$ cat src/rtl/bram_stream_reader_if.sv
// Control, RAM read-port and stream signals of bram_stream_reader.
// The loop input exists only when BRAM_STREAM_READER_LOOP_EN is defined.
interface bram_stream_reader_if #(
    parameter int WIDTH = 16,
    parameter int DEPTH = 32
);
    localparam int AW = $clog2(DEPTH);
    localparam int LW = $clog2(DEPTH) + 1;

    logic             start;
    logic [AW-1:0]    base_addr;
    logic [LW-1:0]    length;
`ifdef BRAM_STREAM_READER_LOOP_EN
    logic             loop;
`endif
    logic             busy;
    logic             done;
    logic [AW-1:0]    bram_addr;
    logic [WIDTH-1:0] bram_data;
    logic             m_valid;
    logic             m_ready;
    logic [WIDTH-1:0] m_data;
    logic             m_last;

    modport master (
`ifdef BRAM_STREAM_READER_LOOP_EN
        input  loop,
`endif
        input  start, base_addr, length, bram_data, m_ready,
        output busy, done, bram_addr, m_valid, m_data, m_last
    );

    modport slave (
`ifdef BRAM_STREAM_READER_LOOP_EN
        output loop,
`endif
        output start, base_addr, length, bram_data, m_ready,
        input  busy, done, bram_addr, m_valid, m_data, m_last
    );
endinterface

$ cat src/rtl/bram_stream_reader.sv
// Walks an address range of a one-cycle-latency RAM and streams the words out
// through a 2-entry skid FIFO. Optional repeat mode: BRAM_STREAM_READER_LOOP_EN.
module bram_stream_reader #(
    parameter int WIDTH = 16,
    parameter int DEPTH = 32
) (
    input logic                 clk,
    input logic                 rstn,
    bram_stream_reader_if.master bus
);
    localparam int AW = $clog2(DEPTH);
    localparam int LW = $clog2(DEPTH) + 1;

    typedef enum logic [1:0] {IDLE, RUN, DRAIN, DONE} state_t;

    state_t           state, state_nxt;
    logic [AW-1:0]    rd_ptr_p0;
    logic [LW-1:0]    issue_cnt;
    logic [LW-1:0]    out_cnt;
    logic [LW-1:0]    len_q;
`ifdef BRAM_STREAM_READER_LOOP_EN
    logic [AW-1:0]    base_q;
    logic             loop_q;
`endif
    logic [AW-1:0]    bram_addr_p1;
    logic             vld_p1;
    logic [WIDTH-1:0] fifo_mem [2];
    logic             wr_idx, rd_idx;
    logic [1:0]       fifo_cnt;
    logic             issue, pop, push, more;

    // Address increment that wraps at DEPTH-1, also for non-power-of-two depths.
    function automatic logic [AW-1:0] next_addr(input logic [AW-1:0] a);
        if (a == AW'(DEPTH - 1)) return '0;
        return a + AW'(1);
    endfunction

    assign pop   = bus.m_valid & bus.m_ready;
    assign push  = vld_p1;
    assign issue = (state == RUN) && (issue_cnt != '0) &&
                   (((fifo_cnt + 2'(vld_p1)) < 2'd2) || pop);
    // Words still behind the head decide whether an out_cnt==1 pop ends the transfer.
    assign more  = (issue_cnt != '0) || vld_p1 || (fifo_cnt == 2'd2);

    assign bus.bram_addr = bram_addr_p1;
    assign bus.m_valid   = (fifo_cnt != 2'd0);
    assign bus.m_data    = fifo_mem[rd_idx];
    assign bus.m_last    = bus.m_valid && (out_cnt == LW'(1));

    always_ff @(posedge clk or negedge rstn) begin
        if (!rstn) state <= IDLE;
        else       state <= state_nxt;
    end

    always_comb begin
        state_nxt = state;
        case (state)
            IDLE:    if (bus.start) state_nxt = (bus.length == '0) ? DONE : RUN;
            RUN:     if (issue_cnt == '0) state_nxt = DRAIN;
            DRAIN:   if (pop && (out_cnt == LW'(1)) && !more) state_nxt = DONE;
            DONE:    state_nxt = IDLE;
            default: state_nxt = IDLE;
        endcase
    end

    always_comb begin
        bus.busy = (state != IDLE);
        bus.done = (state == DONE);
    end

    // Stage p0 -> p1: address issue and read counters
    always_ff @(posedge clk or negedge rstn) begin
        if (!rstn) begin
            rd_ptr_p0    <= '0;
            issue_cnt    <= '0;
            out_cnt      <= '0;
            len_q        <= '0;
`ifdef BRAM_STREAM_READER_LOOP_EN
            base_q       <= '0;
            loop_q       <= 1'b0;
`endif
            bram_addr_p1 <= '0;
            vld_p1       <= 1'b0;
        end else begin
            vld_p1 <= issue;
            if (state == IDLE && bus.start) begin
                rd_ptr_p0 <= bus.base_addr;
                issue_cnt <= bus.length;
                out_cnt   <= bus.length;
                len_q     <= bus.length;
`ifdef BRAM_STREAM_READER_LOOP_EN
                base_q    <= bus.base_addr;
                loop_q    <= bus.loop;
`endif
            end else begin
                if (issue) begin
                    bram_addr_p1 <= rd_ptr_p0;
`ifdef BRAM_STREAM_READER_LOOP_EN
                    if (issue_cnt == LW'(1) && loop_q && bus.loop) begin
                        issue_cnt <= len_q;
                        rd_ptr_p0 <= base_q;
                    end else begin
                        issue_cnt <= issue_cnt - LW'(1);
                        rd_ptr_p0 <= next_addr(rd_ptr_p0);
                        if (issue_cnt == LW'(1)) loop_q <= 1'b0;
                    end
`else
                    issue_cnt <= issue_cnt - LW'(1);
                    rd_ptr_p0 <= next_addr(rd_ptr_p0);
`endif
                end
                if (pop) begin
                    out_cnt <= (out_cnt == LW'(1) && more) ? len_q : out_cnt - LW'(1);
                end
            end
        end
    end

    // Stage p1 -> p2: capture RAM data into the skid FIFO
    always_ff @(posedge clk or negedge rstn) begin
        if (!rstn) begin
            fifo_mem[0] <= '0;
            fifo_mem[1] <= '0;
            wr_idx      <= 1'b0;
            rd_idx      <= 1'b0;
            fifo_cnt    <= 2'd0;
        end else begin
            if (push) begin
                fifo_mem[wr_idx] <= bus.bram_data;
                wr_idx           <= ~wr_idx;
            end
            if (pop) rd_idx <= ~rd_idx;
            case ({push, pop})
                2'b10:   fifo_cnt <= fifo_cnt + 2'd1;
                2'b01:   fifo_cnt <= fifo_cnt - 2'd1;
                default: fifo_cnt <= fifo_cnt;
            endcase
        end
    end
endmodule

$ cat src/flat_wrapper.sv
// flat-port wrapper written by rule: the top's interface ports become plain ports
module bram_stream_reader_flat 
#(
    parameter int WIDTH = 16,
    parameter int DEPTH = 32
)
  (clk, rstn, bus_start, bus_base_addr, bus_length, bus_bram_data, bus_m_ready, bus_busy, bus_done, bus_bram_addr, bus_m_valid, bus_m_data, bus_m_last);
  bram_stream_reader_if #(.WIDTH(WIDTH), .DEPTH(DEPTH)) bus_i ();
  input logic clk;
  input logic rstn;
  input wire logic [$bits(bus_i.start)-1:0] bus_start;
  input wire logic [$bits(bus_i.base_addr)-1:0] bus_base_addr;
  input wire logic [$bits(bus_i.length)-1:0] bus_length;
  input wire logic [$bits(bus_i.bram_data)-1:0] bus_bram_data;
  input wire logic [$bits(bus_i.m_ready)-1:0] bus_m_ready;
  output wire logic [$bits(bus_i.busy)-1:0] bus_busy;
  output wire logic [$bits(bus_i.done)-1:0] bus_done;
  output wire logic [$bits(bus_i.bram_addr)-1:0] bus_bram_addr;
  output wire logic [$bits(bus_i.m_valid)-1:0] bus_m_valid;
  output wire logic [$bits(bus_i.m_data)-1:0] bus_m_data;
  output wire logic [$bits(bus_i.m_last)-1:0] bus_m_last;
  assign bus_i.start = bus_start;
  assign bus_i.base_addr = bus_base_addr;
  assign bus_i.length = bus_length;
  assign bus_i.bram_data = bus_bram_data;
  assign bus_i.m_ready = bus_m_ready;
  assign bus_busy = bus_i.busy;
  assign bus_done = bus_i.done;
  assign bus_bram_addr = bus_i.bram_addr;
  assign bus_m_valid = bus_i.m_valid;
  assign bus_m_data = bus_i.m_data;
  assign bus_m_last = bus_i.m_last;
  bram_stream_reader #(.WIDTH(WIDTH), .DEPTH(DEPTH)) u_core (.clk(clk), .rstn(rstn), .bus(bus_i));
endmodule
$ cat config.mk
export PLATFORM = sky130hd
export DESIGN_NAME = bram_stream_reader_flat
export DESIGN_NICKNAME = d
export VERILOG_FILES = /design/src/rtl/bram_stream_reader_if.sv /design/src/rtl/bram_stream_reader.sv /design/src/flat_wrapper.sv
export SDC_FILE = /design/constraint.sdc
export NUM_CORES = 1
export LEC_CHECK = 0
export CAP_MARGIN = 20
export CORE_ASPECT_RATIO = 1.5
export CORE_MARGIN = 4
export CORE_UTILIZATION = 38
export CTS_CLUSTER_DIAMETER = 50
export DETAILED_ROUTE_END_ITERATION = 10
export GPL_TIMING_DRIVEN = 0
export SLEW_MARGIN = 15
export SYNTH_ARGS = -nofsm -noshare
export SYNTH_HDL_FRONTEND = slang
export SYNTH_SLANG_ARGS = --single-unit
$ cat constraint.sdc
create_clock -name clk -period 2.6 [get_ports clk]
set_input_delay 0.26 -clock clk [delete_from_list [all_inputs] [get_ports clk]]
set_output_delay 0.26 -clock clk [all_outputs]
set_load 0.005 [all_outputs]
Yosys cells after proc, flatten, opt, wreduce, memory -nomap -nowiden
Index checks and enable logic that the tools add are counted.

cells by class
  add/subtract/negate cells = 6
  order comparisons = 4
  eq/ne operators = 11
  muxes and demuxes = 24
  bitwise logic cells = 6
  reductions and logical operators = 23

operators by type and width
  kind                                                                 count
  16-bit 2-to-1 mux                                                    4
  32-bit bitwise mux                                                   1
  6-bit 2-to-1 mux                                                     5
  5-bit 2-to-1 mux                                                     4
  16-bit demux with 1-bit select                                       1
  6-bit zero test                                                      2
  6-bit by 1-bit subtractor with 6-bit output (second input constant)  2
  2-bit nonzero test                                                   5
  2-bit == test (second input constant)                                4
  1-bit logical AND                                                    8
  2-bit 2-to-1 mux                                                     4
  2-bit case mux with 4 select lines                                   1
  6-bit by 1-bit == test with 1-bit output (second input constant)     1
  6-bit nonzero test                                                   1
  5-bit by 1-bit adder with 5-bit output (second input constant)       1
  5-bit == test (second input constant)                                1
  2-bit by 1-bit == test with 1-bit output (second input constant)     2
  2-bit greater-or-equal comparator (second input constant)            2
  2-bit inequality test (second input constant)                        2
  1-bit NOT with 2-bit output                                          2
  2-bit case mux with 2 select lines                                   1
  1-bit logical OR                                                     3
  1-bit 2-to-1 mux                                                     3
  1-bit NOT                                                            3
  11 further kinds                                                     11

storage, ports and cells
  flip-flop bits (word level) = 67
  input port bits = 31
  output and inout bits = 25

Logic depth before layout (Yosys ltp)
Gate-level depths: netlist (run 1).

  depth after elaboration = 9
  mapped depth = 8
  gate-level depth less buffers = 8

Worst setup path before layout (run 1)
Ideal clock, no wire load.

  path kind = register to register
  start point = register u_core.out_cnt[2]
  end point = register u_core.out_cnt[5]
  library setup time = 0.086 ns
  arrival time = 1.839 ns
  slack = 0.676 ns
  stages on the path, launching flop included = 7
  buffers on the path = 1
  period minus slack after synthesis = 1.924 ns
  cell sequence = dfrtp_1 > or3_1 > or3b_4 > a21o_1 > buf_6 > a211o_1 > a32oi_1

on the way
  word-level cells in the longest chain between the ends = 5
  elaborated cells on any way between the ends = 6
  classes of those cells = add/sub: 1; eq/ne: 1; mux: 3; reduce/logical: 1

ends and longest elaborated chain
  item                                                                                 RTL line                   RTL
  from (decl)                                                                          bram_stream_reader.sv:19   logic [LW-1:0] out_cnt;
  from (signal assigned)                                                               bram_stream_reader.sv:89   out_cnt <= bus.length;
  from (signal assigned)                                                               bram_stream_reader.sv:113  out_cnt <= (out_cnt == LW'(1) && more) ? len_q : out_cnt - LW'(1);
  branches (longest 2 deep; another with 6-bit by 1-bit subtractor with 6-bit output)  n/a
  6-bit 2-to-1 mux *                                                                   bram_stream_reader.sv:113
  6-bit 2-to-1 mux *                                                                   bram_stream_reader.sv:112  if (pop) begin
  6-bit 2-to-1 mux *                                                                   bram_stream_reader.sv:86   if (state == IDLE && bus.start) begin

Every way passes the cells marked *. The select of a mux whose other input is x is not followed.
A chain may end at the register's enable or synchronous reset.

Worst setup path after layout (run 1)
  start point = register u_core.rd_idx
  end point = output bus_m_data[10]

on the way
  word-level cells in the longest chain between the ends = 4

ends and longest elaborated chain
  item                                                  RTL line                   RTL
  from (decl)                                           bram_stream_reader.sv:28   logic wr_idx, rd_idx;
  from (signal assigned)                                bram_stream_reader.sv:132  if (pop) rd_idx <= ~rd_idx;
  1-bit NOT with 2-bit output (implied by the code)     bram_stream_reader.sv:47   assign bus.m_data = fifo_mem[rd_idx];
  16-bit 2-to-1 mux (implied by the code) (3 in a row)  bram_stream_reader.sv:47
  to (decl)                                             flat_wrapper.sv:20         output wire logic [$bits(bus_i.m_data)-1:0] bus_m_data;

No other way between the ends. The select of a mux whose other input is x is not followed.

==> impl_results.md, run 1 <==
- Status: completed
- Root Driver: clkbuf_16
- Initial antenna violation count: 0
- Fillers: between 700 and 800
- Number of clock sinks: 67
- Area leader, netlist: dfrtp_1
- Largest net degree at the start of global routing: 42
- Core ar.: 8410 µm²
- Ratio of final minimum period to clock period: around 95%
- Max-cap violation count: 0
- First DRT Iteration DRCs: between 60 and 70
- Actual slew at the worst max-slew pin: 0.623 ns
- Crit. End Element: output pin
- Post-Synthesis Cells: 284
- Hold WC Path Type: input pin to asynchronous set/reset pin
- Post-Layout Cell Count: 464
- CP cell instances: clkbuf_1, buf_2, mux2_2, clkdlybuf4s50_1
- M1 wire length: approximately 3000 µm
- RSZ-0062 raised after global routing: no
- Post-synth top area share: 51.3%
- Peak VDD IR: 0.604 mV
- DR WL met3: roughly 340 µm
- Asr flop ratio synth: 100%
- Crit-path slowest cell: clkdlybuf4s50_1
- Die area: 10200 µm²
- Routed wl met2: 3700 µm
- Post-route ant nets: 0
- Post-DR wirelength/cell: 15.5 µm
- Worst Setup Path Type: flop to output pin
- Later-pin clock latency in the skew report: between 0.3 and 0.4 ns
- Highest metal used: met4
- Post-synth EDFFs: 0
- WP data required: roughly 2.3 ns
- Slew Limit Fails: 0
- Placed cells: 447
- Port Buf Inserts: 55
- IO Pins: 56
- Post-place setup slack: 0.192 ns
- Vias in the first global route: 2485
- Cell Area, Synth: 3270 µm²
- Htree depth: 3
- #FFs+latches synth: 67
- TritonRoute pass-1 iters: 4
- Rows: 41
- Share of layout cells above drive strength 1: 21.6%
- Vias per cell: 5.09
- Routed vias: 2360
- Final nets: 396
- GPL Wtd Cong: a little over 0.8
- Pwr dens: 1280 nW/µm²
- Area grow syn2layout: 30.3%
- Die width: 83.8 µm
- Final setup viols: 0
- Distinct cell type count of the synthesized netlist: 38
- Syn Area/Cell: 11.5 µm²
- Max transition margin: about 58%
- Top cells by area, synth: dfrtp_1, mux2_2, ha_1
- Fin crit period: 2.46 ns
- Clock transition at path regs: 0.05 ns
- Final worst clock skew: roughly 0.0067 ns
- CP startpoint kind: flop
- Max incr delay on CP: between 0.4 and 0.5 ns
- Seq/Total Area, Yosys: 51.3%
- DRC Markers: 0
- Die height: 122 µm
- Max FO, Critical Path: 10
- Total GRT Usage: between 10% and 20%
- Setup tns final: 0 ns
- CTS Buffer Depth: 2
- ANT cells: 0
- R2R cell count: 8
- Lkg Pwr: roughly 1.9 nW
- GR Overflow Total: 0
- Routed wire length: ~7200 µm
- Post-DP HPWL: 5260 µm
- First-pass GRT wire length: 12300 µm
- FMAX: 406 MHz
- Yosys synthesis warning count: 0
- CTS buffer count: 9
- Starting density of the core: 38.9%
- Syn Nets: about 330
- Final worst slack: 0.137 ns
- CTS tree: done
- Worst Path Arrival: 2.20 ns
- Main flop type after synthesis: dfrtp_1
- Final Hold Fails: 0
- Worst hold margin: 0.401 ns
synthesized netlist by cell type, types with 2 or more instances:
cell,number
nand2b_1,3
nor4_1,2
mux2_2,53
nand3_1,11
a31oi_1,5
xnor2_1,3
o211ai_1,4
a311oi_1,2
nor2_1,15
nand2_1,29
clkbuf_1,8
or3_1,3
mux2i_1,6
and3_1,3
or4_1,4
xor2_1,8
and2_1,2
inv_1,12
a32oi_1,2
dfrtp_1,67
ha_1,12
nor3_1,5
o21ai_0,8
a21oi_1,3
worst max-delay path, delay by kind of cell (launching register included):
family   cells  cell delay [ns]
mux          1             0.37
buf+inv      3             1.19
flops        1             0.31
routing by layer:
layer	vias to the layer above	GRT usage [%]
met5	-	0
met4	0	6.64
li1	1137	-
met2	66	26.5
met1	1143	18.0
met3	14	4.06
cells by family after synthesis:
family	after synthesis	synth area share, %
flops	67	51.3
buf+inv	23	2.87
compound gates	28	5.62
simple gates	84	12.6
fa+ha+maj	12	4.59
xor+xnor	11	2.95
mux	59	20.1
layout make-up:
type / instances / area, µm² / share of cell area [%]
plain buffers: 10 / 46.3 / 1.09
clock buffers: 10 / 239 / 5.61
clock inverters: 5 / 30.0 / 0.704
inverters: 13 / 48.8 / 1.14
multi-input cells: 194 / 1500 / 35.2
flip-flops and latches: 67 / 1680 / 39.3
well taps: 107 / 134 / 3.14
repair buffers: 58 / 588 / 13.8
worst paths after layout:
check | startpoint | end | slack, ns
min in group clk | u_core.len_q[3] | u_core.len_q[3] | 0.47
min | rstn | u_core.fifo_mem[1] | 0.40
max in group asynchronous | rstn | u_core.len_q[1] | 1.66
max | u_core.rd_idx | bus_m_data[10] | 0.14
max reg2reg | u_core.issue_cnt[0] | u_core.rd_ptr_p0[3] | 0.46
min reg2reg | u_core.len_q[3] | u_core.len_q[3] | 0.47
placed cells by master (no fill, tap or decap), drive strengths merged, types with 2 or more instances in the layout:
cell | Yosys | routed
a21oi | 3 | 3
a311oi | 2 | 2
a31oi | 5 | 5
a32oi | 2 | 2
and2 | 2 | 2
and3 | 3 | 3
buf | 2 | 5
clkbuf | 8 | 18
clkdlybuf4s50 | 0 | 53
clkinv | 1 | 4
clkinvlp | 0 | 2
dfrtp | 67 | 67
ha | 12 | 12
inv | 12 | 12
mux2 | 53 | 53
mux2i | 6 | 6
nand2 | 29 | 29
nand2b | 3 | 3
nand3 | 11 | 11
nor2 | 15 | 15
nor3 | 5 | 5
nor4 | 2 | 2
o211ai | 4 | 4
o21ai | 8 | 8
or3 | 3 | 3
or4 | 4 | 4
xnor2 | 3 | 3
xor2 | 8 | 8
per-stage QoR:
stage	instance area, µm²	total power [mW]	util, %
after floorplan	3270	3.41	-
after global placement	3960	4.33	47.0
final	4260	5.45	50.7
after global routing	4260	5.89	50.7
after detailed placement	3970	4.40	47.2
after CTS	4250	5.52	50.6
power by group:
group,internal (mW),total (mW),switching (mW)
logic,1.42,2.44,1.02
registers,1.59,1.93,0.344
clock network,0.659,1.09,0.426
total,3.66,5.45,1.79
registers in the layout (all words and copies together) (netlist names):
name / cells
u_core.wr_idx: 1
u_core.rd_idx: 1
u_core.len_q: 6
u_core.push: 1
u_core.fifo_mem: 32
u_core.issue_cnt: 6
u_core.state: 2
u_core.bus.bram_addr: 5
u_core.out_cnt: 6
u_core.fifo_cnt: 2
u_core.rd_ptr_p0: 5
what timing repair did:
action                                  CTS  global route
endpoints found under the setup margin    9             1
endpoints found under the hold margin    26             0
gates resized for setup                   1             1
setup buffers                             0             1
pin swaps                                 0             0
hold buffers                              1             0
No activity file was read; power rests on OpenSTA's default activity.
==> run 2: changes to the inputs <==
Settings changed: GPL_TIMING_DRIVEN 0 to unset.
Clock period 2.6 ns to 2.4 ns, I/O delays scaled along.
==> run 2 against run 1 <==
  * Sequential power rose by 8%
  * Combinational power rose by 9.8%
  * Total power rose by 11%
  * Clock power rose by 18%
  * Largest power group unchanged
  * Wire length fell by 4.8%
  * Highest routed layer unchanged
==> impl_results.md, run 2 (same netlist as run 1, synthesis figures left out) <==
- Max incr delay on CP: 0.42 ns (-0.03 ns)
- Crit. End Element: output pin
- Utilization after layout: 51.1% (+0.46 points)
- Final setup viols: 0 (unchanged)
- Slew Limit Fails: 0 (unchanged)
- Htree depth: 3 (unchanged)
- Die height: 122 µm (unchanged)
- FMAX: about 450 MHz
- CTS Buffer Depth: 2 (unchanged)
- Fin crit period: 2.20 ns
- WP buf/inv: 1 (-2)
- CTS buffer count: 9 (unchanged)
- TritonRoute pass-1 iters: 4 (unchanged)
- Most frequent cells in the layout: dfrtp_1, mux2_2, clkdlybuf4s50_1
- Worst R2R Setup Slack: 0.27 ns (-0.19 ns)
- Die area: 10200 µm² (unchanged)
- Routed vias: 2355 (-0.21%)
- CP cell instances: or3_1, or3b_4, and2b_2, dlygate4sd2_1
- Rows: 41 (unchanged)
- Post-Layout Cell Count: 462 (-0.43%)
- Status: completed
- FF-to-FF Start: u_core.issue_cnt[2]
- Peak VDD IR: 0.645 mV (+6.8%)
- Number of clock sinks: 67 (unchanged)
- Max FO, Critical Path: 3 (-7)
- Ratio of final minimum period to clock period: roughly nine tenths
- Worst Setup Path Type: flop to output pin
- Placed cells: 443 (-0.89%)
- Post-DR wirelength/cell: 14.8 µm (-4.4%)
- GR Overflow Total: 0 (unchanged)
- RSZ-0062 raised after global routing: no
- Later-pin clock latency in the skew report: 0.33 ns (about the same)
- Fillers: 793 (-0.38%)
- Port Buf Inserts: 55 (unchanged)
- Total power: 6.05 mW (+11%)
- FF-to-FF End: u_core.bus.bram_addr[4]
- ANT cells: 0 (unchanged)
- Final worst clock skew: 0.00336 ns (-0.00334 ns)
- Root Driver: clkbuf_16
- Die width: 83.8 µm (unchanged)
- Largest net degree at the start of global routing: 68 (+62%)
- CP delay by family, top: simple AND/OR/NAND/NOR gates
- Commonest non-fill, non-tap cell in the layout: dfrtp_1
- Vias per cell: 5.10 (+0.22%)
- Worst Path Arrival: 1.96 ns (-0.24 ns)
- Lkg Pwr: 1.91 nW (+1.1%)
- Largest register FFs: 32 (unchanged)
- IO Pins: 56 (unchanged)
- Final Hold Fails: 0 (unchanged)
- Pwr dens: 1410 nW/µm² (+9.9%)
- Core ar.: 8410 µm² (unchanged)
- CP startpoint kind: flop
- Max transition margin: 68.7% (+10 points)
- GPL Wtd Cong: 0.768 (-7.5%)
- Post-DP HPWL: 4840 µm (-8.0%)
- Actual slew at the worst max-slew pin: 0.470 ns (-0.153 ns)
- Share of layout cells above drive strength 1: 23.1% (+1.5 points)
- Max-cap violation count: 0 (unchanged)
- Setup tns final: 0 ns (unchanged)
- CTS tree: done
- Clock transition at path regs: 0.05 ns (about the same)
- Hold WC Path Type: input pin to asynchronous set/reset pin
- Final nets: 393 (-0.76%)
- Vias in the first global route: 2477 (-0.32%)
- Post-route ant nets: 0 (unchanged)
- Crit-path slowest cell: or3b_4
- First-pass GRT wire length: 11800 µm (-4.1%)
- DRC Markers: 0 (unchanged)
- Area grow syn2layout: 31.5%
- First DRT Iteration DRCs: 104 (+53%)
- R2R cell count: 7 (-1)
- Biggest register: u_core.fifo_mem
- Starting density of the core: 38.9% (unchanged)
- Area occupied by multi-input gates: 1500 µm² (unchanged)
- WP data required: 2.16 ns (-0.18 ns)
- Initial antenna violation count: 0 (unchanged)
- FF/Latch Area: 1680 µm² (unchanged)
- Total GRT Usage: 14.6% (-0.73 points)
- Routed wire length: 6840 µm (-4.8%)
[run 2: changes by cell type in the layout (fill, tap and decap cells not counted)]
cell / change
bufinv_16: +1
buf_12: +1
dlygate4sd2_1: +1
clkinvlp_4: -1
buf_4: +5
dlymetal6s2s_1: -1
buf_6: -1
clkbuf_1: -7
[run 2: worst max path at each step]
| stage | slack [ns] | cells past startpoint | start | end |
|---|---|---|---|---|
| floorplan | 0.48 | 6 | u_core.out_cnt[2] | u_core.out_cnt[5] |
| global placement | 0.23 | 4 | u_core.out_cnt[2] | bus_m_last |
| detailed placement | 0.20 | 7 | bus_m_ready | u_core.rd_ptr_p0[3] |
| CTS | 0.19 | 4 | u_core.out_cnt[2] | bus_m_last |
| global route | 0.1 | 7 | u_core.issue_cnt[2] | u_core.bus.bram_addr[1] |
| finish | 0.20 | 4 | u_core.out_cnt[2] | bus_m_last |
[run 2: where the power goes]
part | internal [mW] | switching, mW
logic | 1.58 | 1.10
clock network | 0.826 | 0.463
registers | 1.72 | 0.360
total | 4.13 | 1.92
[run 2: per-layer routing]
metal / GRT usage (%) / vias to the layer above / part of all wire [%] / wire length (µm)
li1: - / 1139 / - / -
met1: 16.7 / 1149 / 42 / 2890
met2: 25.1 / 57 / 50 / 3440
met3: 4.06 / 10 / 5.1 / 349
met4: 7.34 / 0 / 2.3 / 155
met5: 0 / - / 0 / 0
[run 2: repair_timing]
action / 4_1_cts / 5_1_grt
resized for setup: 1 / 0
setup endpoints to repair: 1 / 0
hold buffers: 1 / 0
hold endpoints to repair: 67 / 0
buffers inserted: 2 / 0
[run 2: cell type report]
type,instances,area share [%]
Sequential cell,67,39.0
Clock buffer,11,5.64
Multi-Input combinational cell,194,34.9
Clock inverter,5,1.22
Tap cell,107,3.11
Timing Repair Buffer,65,15.0
Inverter,13,1.13
[run 2: per-stage QoR]
stage	area (µm²)	worst slack, ns	hold WS (ns)
2_1_floorplan	3270	0.476	-0.0556
3_3_place_gp	3980	0.225	0.289
3_5_place_dp	3980	0.202	0.292
4_1_cts	4300	0.195	0.469
5_1_grt	4300	0.0967	0.477
6_report	4300	0.199	0.455
[run 2: worst min-delay path, delay by kind of cell]
family,cells,cell delay [ns]
buffers and inverters,3,0.93
==> run 3: changes to the inputs <==
Settings changed: CORE_MARGIN 4 to 2.
Clock period 2.4 ns to 2.3 ns, I/O delays scaled along.
==> run 3 against run 2 <==
  * Sequential power rose by 5%
  * Sequential cell count did not move
  * First-iteration DRC count fell by 7.7%
  * Largest power group unchanged
==> impl_results.md, run 3 (same netlist as run 1, synthesis figures left out) <==
- Status: completed
- Fin crit period: ~2.2 ns
- Placed cells: 447 (+0.90%)
- Die width: 79.8 µm (-4.8%)
- Die height: 118 µm (-3.3%)
- Worst hold margin: 0.457 ns (+0.00182 ns)
- GPL Wtd Cong: 0.799 (+4.2%)
- Met3 usage: 4.75% (+0.70 points)
- Number of clock sinks: 67 (unchanged)
- Area grow syn2layout: 33.7%
- TritonRoute pass-1 iters: 4 (unchanged)
- Max-cap violation count: 0 (unchanged)
- Largest net degree at the start of global routing: 68 (unchanged)
- Commonest non-fill, non-tap cell in the layout: dfrtp_1
- Total GRT Usage: 15.9% (+1.2 points)
- Setup tns final: 0 ns (unchanged)
- CTS buffer count: 9 (unchanged)
- Slew Limit Fails: 0 (unchanged)
- Routed vias: 2401 (+2.0%)
- First DRT Iteration DRCs: 96 (-7.7%)
- Sw power: 2.02 mW (+5.1%)
- Later-pin clock latency in the skew report: 0.33 ns (about the same)
- Met1 GRT Util: 17.7% (+1.1 points)
- CTS tree: done
- Crit-path slowest cell: dfrtp_1
- GR Overflow Total: 0 (unchanged)
- Hold WC Path Type: input pin to asynchronous set/reset pin
- Core ar.: 8410 µm² (unchanged)
- Flop pwr share: 33.3% (-1.1 points)
- Sw Share: 30.8% (-1.0 points)
- Initial antenna violation count: 0 (unchanged)
- FF/Latch Area: 1680 µm² (unchanged)
- CTS Buffer Depth: 2 (unchanged)
- Largest register FFs: 32 (unchanged)
- Share of layout cells above drive strength 1: 24.2% (+1.1 points)
- Final setup viols: 0 (unchanged)
- IO Pins: 56 (unchanged)
- DRC Markers: 0 (unchanged)
- Peak VDD IR: 0.649 mV (+0.61%)
- Final Hold Fails: 0 (unchanged)
- Ratio of final minimum period to clock period: 94.5%
- Max FO, Critical Path: 2 (-1)
- Internal: 4.54 mW (+10%)
- Max incr delay on CP: 0.39 ns (-0.03 ns)
- Port Buf Inserts: 55 (unchanged)
- Actual slew at the worst max-slew pin: 0.472 ns (+0.00189 ns)
- FMAX: 460 MHz
- Area occupied by multi-input gates: 1500 µm² (unchanged)
- Root Driver: clkbuf_16
- Routed wire length: 6890 µm (+0.80%)
- Met2 usage: 27.6% (+2.4 points)
- Comb pwr share: 42.9% (-1.4 points)
- Final nets: 398 (+1.3%)
- Most frequent cells in the layout: dfrtp_1, mux2_2, clkdlybuf4s50_1
- Worst Setup Path Type: flop to output pin
- Biggest register: u_core.fifo_mem
- Die area: 9380 µm² (-7.9%)
- Post-DP HPWL: 4880 µm (+0.83%)
- Clock power share: 23.8% (+2.5 points)
- Pwr dens: 1500 nW/µm² (+6.7%)
- CP delay by family, top: simple AND/OR/NAND/NOR gates
- First-pass GRT wire length: 11500 µm (-2.5%)
- ANT cells: 0 (unchanged)
- CP startpoint kind: flop
- Final worst clock skew: 0.00471 ns (+0.00135 ns)
- Fillers: 764 (-3.7%)
- WP data required: 2.07 ns (-0.09 ns)
- Lkg Pwr: 1.95 nW (+2.1%)
- Starting density of the core: 38.9% (unchanged)
- Worst Path Arrival: 1.94 ns (-0.02 ns)
- Rows: 41 (unchanged)
- WP buf/inv: 1 (unchanged)
- Clock transition at path regs: 0.05 ns (about the same)
- CP cell instances: or3_1, or3b_4, and2b_2, dlygate4sd2_1
- Post-route ant nets: 0 (unchanged)
- Vias per cell: 5.14 (+0.86%)
- Crit. End Element: output pin
- Htree depth: 3 (unchanged)
- GRT Max-Usage Layer: met2
- Max transition margin: 68.5% (-0.13 points)
- RSZ-0062 raised after global routing: no
- Vias in the first global route: 2462 (-0.61%)
- Post-Layout Cell Count: 467 (+1.1%)
- Post-DR wirelength/cell: 14.8 µm (-0.28%)
-- run 3: final cells by class --
type	count	share of cell area [%]
timing repair buffer	70	15.4
sequential	67	38.3
clock buffer	11	5.55
tap	107	3.06
inverter	13	1.12
clock inverter	5	2.29
multi-input combinational	194	34.3
-- run 3: repair_timing --
item	CTS	global route
resized for setup	1	0
endpoints found under the setup margin	1	0
endpoints found under the hold margin	67	0
buffers inserted	3	0
hold buffers	1	0
-- run 3: worst paths after layout --
check | startpoint | to | slack [ns] | depth (start not counted)
max | u_core.out_cnt[2] | bus_m_last | 0.13 | 4
max reg2reg | u_core.issue_cnt[2] | u_core.bus.bram_addr[2] | 0.16 | 7
min reg2reg | u_core.len_q[2] | u_core.len_q[2] | 0.47 | 2
min in group clk | u_core.len_q[2] | u_core.len_q[2] | 0.47 | 2
min | rstn | u_core.fifo_mem[4] | 0.46 | 3
max in group asynchronous | rstn | u_core.len_q[0] | 1.57 | 3
-- run 3: worst register-to-register path, delay by kind of cell, from the launching register on --
family,cells,cell delay [ns]
buf+inv,2,0.24
flops,1,0.41
simple gates,3,0.76
mux,1,0.36
compound gates,1,0.26
-- run 3: per-layer routing --
layer  routed length [µm]  vias to the layer above
met5                    0                        -
met4                  106                        0
met3                  362                        7
met2                 3540                       63
met1                 2890                     1180
li1                     -                     1151
-- run 3: power by group through the flow --
stage	sequential (mW)	combinational (mW)	clock, mW
after CTS	2.18	2.86	1.61
final	2.18	2.82	1.56
after global routing	2.27	3.13	1.67
after detailed placement	2.22	2.79	0
after global placement	2.18	2.75	0
after floorplan	2.09	1.76	0
-- run 3: stage by stage --
stage	utilization (%)	setup WS, ns	area [µm²]	total power, mW
floorplan	-	0.376	3270	3.86
global placement	47.5	0.134	4000	4.93
detailed placement	47.5	0.118	4000	5.01
CTS	52.0	0.121	4370	6.65
global route	52.0	0.0386	4370	7.07
finish	52.0	0.127	4370	6.56
